$ cat config.mk
export PLATFORM = sky130hd
export DESIGN_NAME = riscv_muldiv_unit
export DESIGN_NICKNAME = d
export VERILOG_FILES = /design/src/rtl/riscv_muldiv_unit.sv
export SDC_FILE = /design/constraint.sdc
export NUM_CORES = 1
export LEC_CHECK = 0
export BUFFER_PORTS_ARGS = -buffer_cell sky130_fd_sc_hd__buf_2
export CORE_MARGIN = 1.5
export CORE_UTILIZATION = 30
export CTS_CLUSTER_SIZE = 8
export DETAILED_ROUTE_END_ITERATION = 7
export PLACE_DENSITY = 0.48
export SKIP_LAST_GASP = 1
export SLEW_MARGIN = 20
export SYNTH_ARGS = -nofsm -noshare
export SYNTH_HDL_FRONTEND = slang
export SYNTH_SLANG_ARGS = --single-unit
$ cat constraint.sdc
create_clock -name clk -period 7 [get_ports clk]
set_clock_uncertainty 0.15 [all_clocks]
set_input_delay 0 -clock clk [delete_from_list [all_inputs] [get_ports clk]]
set_output_delay 0 -clock clk [all_outputs]
set_load 0.01 [all_outputs]
$ cat src/rtl/riscv_muldiv_unit.sv
// Iterative RV32M multiply/divide unit: shift-add multiply and restoring divide,
// one bit per cycle, with single-cycle fast paths for divide-by-zero and signed overflow.
module riscv_muldiv_unit #(
    parameter int WIDTH = 32
) (
    input  logic             clk,
    input  logic             reset,
    input  logic             start,
    input  logic [2:0]       op,
    input  logic [WIDTH-1:0] a,
    input  logic [WIDTH-1:0] b,
    output logic             busy,
    output logic             done,
    output logic [WIDTH-1:0] result
);

    localparam int CW = $clog2(WIDTH + 1);
    localparam logic [WIDTH-1:0]   ZERO     = {WIDTH{1'b0}};
    localparam logic [WIDTH-1:0]   ONES     = {WIDTH{1'b1}};
    localparam logic [WIDTH-1:0]   MIN      = {1'b1, {(WIDTH-1){1'b0}}};
    localparam logic [2*WIDTH-1:0] ZERO2    = {(2*WIDTH){1'b0}};
    localparam logic [CW-1:0]      CNT_ZERO = CW'(0);
    localparam logic [CW-1:0]      CNT_ONE  = CW'(1);
    localparam logic [CW-1:0]      CNT_INIT = CW'(WIDTH);

    typedef enum logic [1:0] {
        ST_IDLE = 2'd0,
        ST_MUL  = 2'd1,
        ST_DIV  = 2'd2,
        ST_DONE = 2'd3
    } state_t;

    state_t              state_r, state_s;
    logic [CW-1:0]       count_r;
    logic [1:0]          op_r;
    logic                neg_r;
    logic [WIDTH-1:0]    opnd_r;
    logic [2*WIDTH-1:0]  prod_r;
    logic [WIDTH-1:0]    result_r;

    logic                a_neg_s, b_neg_s, fast_s, neg_s;
    logic [WIDTH-1:0]    mag_a_s, mag_b_s, fast_res_s;
    logic [WIDTH:0]      mul_sum_s, div_shift_s;
    logic                div_ge_s;
    logic [WIDTH-1:0]    div_diff_s, div_rem_s, div_val_s, final_s;
    logic [2*WIDTH-1:0]  mul_next_s, div_next_s, mul_fin_s;

    // Operand decode at acceptance: magnitudes, result sign and fast-path detection
    always_comb begin
        a_neg_s = a[WIDTH-1] & ((op == 3'b001) | (op == 3'b010) | (op == 3'b100) | (op == 3'b110));
        b_neg_s = b[WIDTH-1] & ((op == 3'b001) | (op == 3'b100) | (op == 3'b110));
        mag_a_s = a_neg_s ? (ZERO - a) : a;
        mag_b_s = b_neg_s ? (ZERO - b) : b;
        neg_s   = (op[2] & op[1]) ? a_neg_s : (a_neg_s ^ b_neg_s);
        fast_s     = 1'b0;
        fast_res_s = ZERO;
        if (op[2] && (b == ZERO)) begin
            fast_s     = 1'b1;
            fast_res_s = op[1] ? a : ONES;
        end else if (op[2] && !op[0] && (a == MIN) && (b == ONES)) begin
            fast_s     = 1'b1;
            fast_res_s = op[1] ? ZERO : MIN;
        end else begin
            fast_s     = 1'b0;
            fast_res_s = ZERO;
        end
    end

    // One iteration step; prod_r holds {acc, multiplier} or {remainder, dividend/quotient}
    always_comb begin
        mul_sum_s   = {1'b0, prod_r[2*WIDTH-1:WIDTH]} + (prod_r[0] ? {1'b0, opnd_r} : {(WIDTH+1){1'b0}});
        mul_next_s  = {mul_sum_s, prod_r[WIDTH-1:1]};
        div_shift_s = {prod_r[2*WIDTH-1:WIDTH], prod_r[WIDTH-1]};
        div_ge_s    = (div_shift_s >= {1'b0, opnd_r});
        div_diff_s  = div_shift_s[WIDTH-1:0] - opnd_r;
        div_rem_s   = div_ge_s ? div_diff_s : div_shift_s[WIDTH-1:0];
        div_next_s  = {div_rem_s, prod_r[WIDTH-2:0], div_ge_s};
        mul_fin_s   = neg_r ? (ZERO2 - mul_next_s) : mul_next_s;
        div_val_s   = op_r[1] ? div_next_s[2*WIDTH-1:WIDTH] : div_next_s[WIDTH-1:0];
        if (state_r == ST_MUL) begin
            final_s = (op_r == 2'b00) ? mul_fin_s[WIDTH-1:0] : mul_fin_s[2*WIDTH-1:WIDTH];
        end else begin
            final_s = neg_r ? (ZERO - div_val_s) : div_val_s;
        end
    end

    // State register
    always_ff @(posedge clk or posedge reset) begin
        if (reset) begin
            state_r <= ST_IDLE;
        end else begin
            state_r <= state_s;
        end
    end

    // Next-state logic
    always_comb begin
        state_s = state_r;
        case (state_r)
            ST_IDLE: begin
                if (start) begin
                    if (fast_s) begin
                        state_s = ST_DONE;
                    end else if (op[2]) begin
                        state_s = ST_DIV;
                    end else begin
                        state_s = ST_MUL;
                    end
                end else begin
                    state_s = ST_IDLE;
                end
            end
            ST_MUL, ST_DIV: begin
                if (count_r == CNT_ONE) begin
                    state_s = ST_DONE;
                end else begin
                    state_s = state_r;
                end
            end
            ST_DONE: state_s = ST_IDLE;
            default: state_s = ST_IDLE;
        endcase
    end

    // Datapath registers: operand capture, iteration, result write-back
    always_ff @(posedge clk or posedge reset) begin
        if (reset) begin
            count_r  <= CNT_ZERO;
            op_r     <= 2'b00;
            neg_r    <= 1'b0;
            opnd_r   <= ZERO;
            prod_r   <= ZERO2;
            result_r <= ZERO;
        end else if (state_r == ST_IDLE && start) begin
            op_r   <= op[1:0];
            neg_r  <= neg_s;
            opnd_r <= op[2] ? mag_b_s : mag_a_s;
            prod_r <= {ZERO, (op[2] ? mag_a_s : mag_b_s)};
            if (fast_s) begin
                count_r  <= CNT_ZERO;
                result_r <= fast_res_s;
            end else begin
                count_r  <= CNT_INIT;
            end
        end else if (state_r == ST_MUL || state_r == ST_DIV) begin
            prod_r  <= (state_r == ST_MUL) ? mul_next_s : div_next_s;
            count_r <= count_r - CNT_ONE;
            if (count_r == CNT_ONE) begin
                result_r <= final_s;
            end
        end
    end

    assign busy   = (state_r != ST_IDLE);
    assign done   = (state_r == ST_DONE);
    assign result = result_r;

endmodule
==> metrics, run 1 <==
pins over their slew limit=0; Worst Setup Start Kind=flop; dominant cell type by area after synthesis=dfrtp_1; cells after synthesis=2242; Die W=235 µm; P_int=4790 µW; initial DRC count=1918; clock-pin slew on the worst setup and hold paths=0.07 ns; adder-cell share of the synthesized area=6.05%; CP max stage cell=nor4b_1; Routed Antenna Nets=0; Reg2Reg Setup Slack=0.96 ns; CP Capture Type=flop; worst flop-to-flop path endpoint=result[22]; Hold WC Path Type=in2async; vias post-DR=17.8k; outcome=finished with violations; Max Cap Viol=0; Initial Util=30.6%; Design Area, Final=18700 µm²; syn avg cell area=7.21 µm²; global-route wire length before repair=112000 µm; Worst R2R Start=prod_r[0]; via/cell ratio=5.87; Data arrival, critical path=6.24 ns; Sw Pwr=6780 µW; Die H=235 µm; CTS root buffer=clkbuf_16; failing checks=DRC; post-synthesis sequential area ratio=21.5%; Cell variety after synth=92; Max Freq=166 MHz; Layout Cells excl Fill=3023; FFs w/ async S/R, synth=100%; unrepaired setup endpoints after global routing=no; CTS Sinks=139; Detailed Place HPWL=57900 µm; mux contribution to synthesized area=4.62%; Rel. slew slack=31.3%; Top FF cell, synth=dfrtp_1; drt pass-1 iters=8; commonest non-fill, non-tap cell in the layout=nand2_1; # rows=84; vias in the first global route=16.9k; Clock Latency Late Sink=0.50 ns; deepest clock path buffer count=2; IO Pins=104; largest family of logic cells by synthesized area=compound AO/OA/AOI/OAI gates; final worst-path cycle share=86.3%; CP max stage delay=0.78 ns; Tot GR Track Use=27.0%; peak fanout along the critical path=25; PortBufs=103; Overflow after GRT=0; leading cell types in the layout, fill and taps excluded=nand2_1 (267), nor2_1 (229), o21ai_0 (221); #FFs+latches synth=139; cell total after placement=2904; Post-CTS Resized=0; H-tree lvl count=4; Final Hold Vio Count=0; R2R depth=18; wire per inst=24.8 µm; Logic pwr share=76.2%; Worst Tran Pin Value=1.03 ns; setup ws final=0.959 ns; TritonCTS clock tree=built; Synth Area in Compound Gates=28.6%; Layout area overhead=15.6%; Tmin final=6.04 ns; core area=52900 µm²; XOR/XNOR Fraction of Synth Area=10.7%; GPL Wtd Cong=1.01; number of synthesis warnings=0; mapped cell area=16200 µm²; most frequent CP cell=buf_4; Routed Wire Length=75000 µm; Placed Area=17200 µm²; Sw Ratio=58.6%; hold buffers post-CTS=86; Setup Crit Path Kind=reg2reg; full die area=55300 µm²; P_leak=0.00755 µW; Simple-Gate Fraction of Synth Area=22.9%; initial antenna violation count=9; Final #Nets=2468; Place WS=1.11 ns; largest net degree at the start of global routing=99; Max IR drop VDD=0.409 mV; Post-CTS Setup Inserts=0; Reg power frac=15.2%; worst path cell trace=buf_4, and2_1, ha_1, fa_1, a21o_1, a221oi_1, xor2_1, o31ai_1, nor4b_1, nand4_1, nor3_1, buf_4, a31oi_1, xnor2_1, nor2_1, a211oi_1, a2111oi_0, a21oi_1; synth top area cells=dfrtp_1 (22%), o21ai_0 (6.8%), xnor2_1 (6.4%), nand2_1 (6.2%), ha_1 (5.8%); Post-synth EDFFs=0; Data required, critical path=7.20 ns; share of layout cells above drive strength 1=9.25%; cts bufs inserted=17; PwrDens=619 nW/µm²; setup TNS=0 ns; Mapped Nets=2389; Setup violations, final=0; clock network fraction of total power=8.6%; Remaining DRCs=2; post-synth top area share=21.5%
## power groups by stage
stage | Combinational (µW) | Clock, µW | Sequential, µW
floorplan | 6010 | 0 | 1440
global placement | 8570 | 0 | 1730
detailed placement | 8530 | 0 | 1740
CTS | 8660 | 1020 | 1730
global route | 9520 | 1050 | 1800
finish | 8810 | 999 | 1760
## metal layers
metal / share of wire [%] / wire, µm / up-vias / global-route usage, %
met5: 0.017 / 13 / - / 0
li1: - / - / 8238 / -
met1: 44 / 33000 / 8622 / 36.0
met2: 44 / 32800 / 751 / 41.3
met3: 7.6 / 5690 / 140 / 5.59
met4: 4.7 / 3490 / 2 / 13.1
## logic make-up (layout without fill, tap and decap cells)
kind of cell | after synthesis | after routing
buf+inv | 231 | 323
compound gates | 730 | 730
xor+xnor | 198 | 198
fa+ha+maj | 77 | 77
mux | 74 | 74
flops | 139 | 139
simple gates | 793 | 793
other cells | 0 | 1
## registers in the layout, summed over array words and instances (netlist names)
name,flops
op_r,2
opnd_r,32
neg_r,1
state_r,2
prod_r,64
count_r,6
result,32
## synth_stat cells (15+ instances only)
cell and instances:
nor2_1 231, a211oi_1 29, buf_1 15, nand3_1 38, mux2i_1 69, nand2_1 268
and2_1 49, nand4_1 30, xnor2_1 119, xor2_1 79, nor3_1 57, inv_1 71
o211ai_1 75, o21ai_0 221, a31oi_1 27, clkbuf_1 134, a21o_1 24, ha_1 75
a21oi_1 181, dfrtp_1 139, o31ai_1 39, or3_1 26
## through the flow
stage	hold slack, ns	total power [µW]	utilization, %
final	0.0588	11600	35.3
after global routing	0.108	12400	35.3
after CTS	0.0369	11400	35.3
after detailed placement	0.0645	10300	32.5
after global placement	0.0590	10300	32.5
after floorplan	-0.0446	7450	-
## layout make-up
cell class	count	area, µm²
fill	5669	34200
multi-input combinational	1872	11800
sequential	139	3480
timing repair buffer	219	1600
tap	688	861
clock buffer	22	474
inverter	72	275
clock inverter	10	140
antenna	1	2.50
## critical path: cells and delay by family (launching register included)
kind	cells	cell delay, ns
flip-flops	1	0.38
XOR/XNOR	2	0.74
AO/OA/AOI/OAI	7	1.85
AND/OR/NAND/NOR	5	1.73
buffers and inverters	2	0.42
adder cells (fa/ha/maj)	2	0.63
## worst max-delay path by stage
| stage | startpoint | endpoint | slack (ns) |
|---|---|---|---|
| floorplan | prod_r[0] | result[31] | 2.40 |
| global placement | prod_r[0] | result[25] | 1.01 |
| detailed placement | prod_r[0] | result[31] | 1.11 |
| CTS | prod_r[0] | result[31] | 1.07 |
| global route | prod_r[0] | result[22] | 0.65 |
| finish | prod_r[0] | result[22] | 0.96 |
No activity file was read; power rests on OpenSTA's default activity.
==> run 2, diff against run 1 <==
Settings changed: REMOVE_ABC_BUFFERS set to 1.
==> metrics, run 2 (same netlist as run 1, synthesis figures left out) <==
worst path cell trace=and2_1, ha_1, fa_1, a21o_1, a221oi_1, xor2_1, o31ai_1, nor4b_1, nand4_1, nor3_1, nand4_1, o41ai_1, xnor2_1, a211oi_1, o32a_1 (was buf_4, and2_1, ha_1, fa_1, a21o_1, a221oi_1, xor2_1, o31ai_1, nor4b_1, nand4_1, nor3_1, buf_4, a31oi_1, xnor2_1, nor2_1, a211oi_1, a2111oi_0, a21oi_1); IO Pins=104 (unchanged); crit-path leading delay family=simple AND/OR/NAND/NOR gates (was compound AO/OA/AOI/OAI gates); peak fanout along the critical path=35 (was 25); CTS root buffer=clkbuf_16 (unchanged); Final Hold Vio Count=0 (unchanged); Clock Latency Late Sink=0.46 ns (was 0.50 ns); Detailed Place HPWL=52500 µm (was 57900 µm); # rows=84 (unchanged); initial DRC count=1222 (was 1918); Data required, critical path=7.19 ns (was 7.20 ns); Die H=235 µm (unchanged); TritonCTS clock tree=built (unchanged); Max IR drop VDD=0.228 mV (was 0.409 mV); Hold WC Path Type=in2async (unchanged); wire per inst=22.4 µm (was 24.8 µm); CP max stage delay=0.81 ns (was 0.78 ns); Worst Setup Start Kind=flop (unchanged); CP max stage cell=dfrtp_1 (was nor4b_1); critical path launch point=prod_r[0] (unchanged); Layout area overhead=14.6% (was 15.6%); H-tree lvl count=4 (unchanged); Overflow after GRT=0 (unchanged); setup TNS=0 ns (unchanged); Post-CTS Resized=0 (unchanged); vias in the first global route=16.2k (was 16.9k); leading cell types in the layout, fill and taps excluded=nand2_1 (267), nor2_1 (229), o21ai_0 (221) (unchanged); Routed Wire Length=67600 µm (was 75000 µm); Placed Area=17200 µm² (about the same); global-route wire length before repair=102000 µm (was 112000 µm); PortBufs=103 (unchanged); pins over their slew limit=0 (unchanged); Die W=235 µm (unchanged); most frequent CP cell=nand4_1 (was buf_4); Setup violations, final=0 (unchanged); cts bufs inserted=17 (unchanged); Setup Crit Path Kind=reg2reg (unchanged); unrepaired setup endpoints after global routing=no (unchanged); outcome=complete, no violations (was finished with violations); CP Capture Type=flop (unchanged); Max Freq=170 MHz (was 166 MHz); antenna cells=0 (was 1); CTS Sinks=139 (unchanged); Largest Register=prod_r (unchanged); CP Buf/Inv Count=0 (was 2); via/cell ratio=5.68 (was 5.87); final worst-path cycle share=84.3% (was 86.3%); Tmin final=5.90 ns (was 6.04 ns); share of layout cells above drive strength 1=9.29% (was 9.25%); commonest non-fill, non-tap cell in the layout=nand2_1 (unchanged); deepest clock path buffer count=2 (unchanged); Remaining DRCs=0 (was 2); Final #Nets=2459 (was 2468); Max Cap Viol=0 (unchanged); Initial Util=30.6% (unchanged); Data arrival, critical path=6.09 ns (was 6.24 ns); drt pass-1 iters=5 (was 8); clock-pin slew on the worst setup and hold paths=0.07 ns (about the same); Worst R2R Start=prod_r[0] (unchanged); Rel. slew slack=23.9% (was 31.3%); full die area=55300 µm² (unchanged); Routed Antenna Nets=0 (unchanged); PwrDens=597 nW/µm² (was 619 nW/µm²); initial antenna violation count=2 (was 9); Largest register FFs=64 (unchanged); Worst Tran Pin Value=1.14 ns (was 1.03 ns); vias post-DR=17.1k (was 17.8k); Reg2Reg Setup Slack=1.10 ns (was 0.96 ns); core area=52900 µm² (unchanged); GPL Wtd Cong=0.954 (was 1.01); largest net degree at the start of global routing=89 (was 99); P_leak=0.00747 µW (was 0.00755 µW); Design Area, Final=18500 µm² (was 18700 µm²); worst flop-to-flop path endpoint=result[28] (was result[22]); Tot GR Track Use=24.1% (was 27.0%); R2R depth=15 (was 18)
-- run 2: cell count changes in the layout (fill, tap and decap cells not counted), sizes merged --
cell | previous run | this run
diode | 1 | 0
bufinv | 3 | 1
clkinv | 5 | 7
clkbuf | 22 | 19
buf | 133 | 132
inv | 71 | 74
dlygate4sd3 | 86 | 78
-- run 2: worst register-to-register path, stage by stage (launching register included) --
cell      delay, ns
dfrtp_1        0.81
and2_1         0.40
ha_1           0.20
fa_1           0.41
a21o_1         0.21
a221oi_1       0.33
xor2_1         0.48
o31ai_1        0.19
nor4b_1        0.56
nand4_1        0.31
nor3_1         0.44
nand4_1        0.27
o41ai_1        0.37
xnor2_1        0.19
a211oi_1       0.10
o32a_1         0.35
-- run 2: power breakdown --
group          total (µW)  internal (µW)  leakage (µW)  switching, µW
Clock                 906            491      0.000264            415
Sequential           1760           1180       0.00173            579
Combinational        8390           2980       0.00548           5420
Total               11100           4650       0.00747           6410
-- run 2: final cells by class --
class | instances | area [µm²]
clock buffers | 19 | 433
clock inverters | 13 | 120
fillers | 5633 | 34300
inverters | 72 | 275
multi-input cells | 1872 | 11800
flip-flops and latches | 139 | 3480
well taps | 688 | 861
repair buffers | 210 | 1520
-- run 2: worst max path at each step --
stage / endpoint / slack [ns] / cells after the start
6_report: result[28] / 1.10 / 15
3_3_place_gp: result[28] / 1.25 / 15
5_1_grt: result[26] / 0.65 / 16
4_1_cts: result[28] / 1.14 / 15
3_5_place_dp: result[28] / 1.17 / 15
2_1_floorplan: result[22] / 1.67 / 7
-- run 2: repair_timing --
action / in CTS / in global routing
hold endpoints to repair: 151 / 0
setup buffers: 0 / 0
hold buffers: 78 / 0
-- run 2: per-stage QoR --
step	total power, µW	hold WS, ns	setup WS [ns]	instances	utilization (%)
global placement	9900	0.0554	1.25	2903	32.5
global route	11900	0.0359	0.646	3013	35.0
detailed placement	9890	0.0530	1.17	2903	32.5
floorplan	7300	-0.0446	1.67	2083	-
CTS	10900	0.0190	1.14	3013	35.0
finish	11100	0.0553	1.10	3013	35.0
-- run 2: per-layer routing --
metal / global-route usage [%] / routed length, µm
met1: 34.9 / 32300
met2: 36.1 / 28800
met3: 3.48 / 4460
met4: 8.40 / 2120
met5: 0 / 0
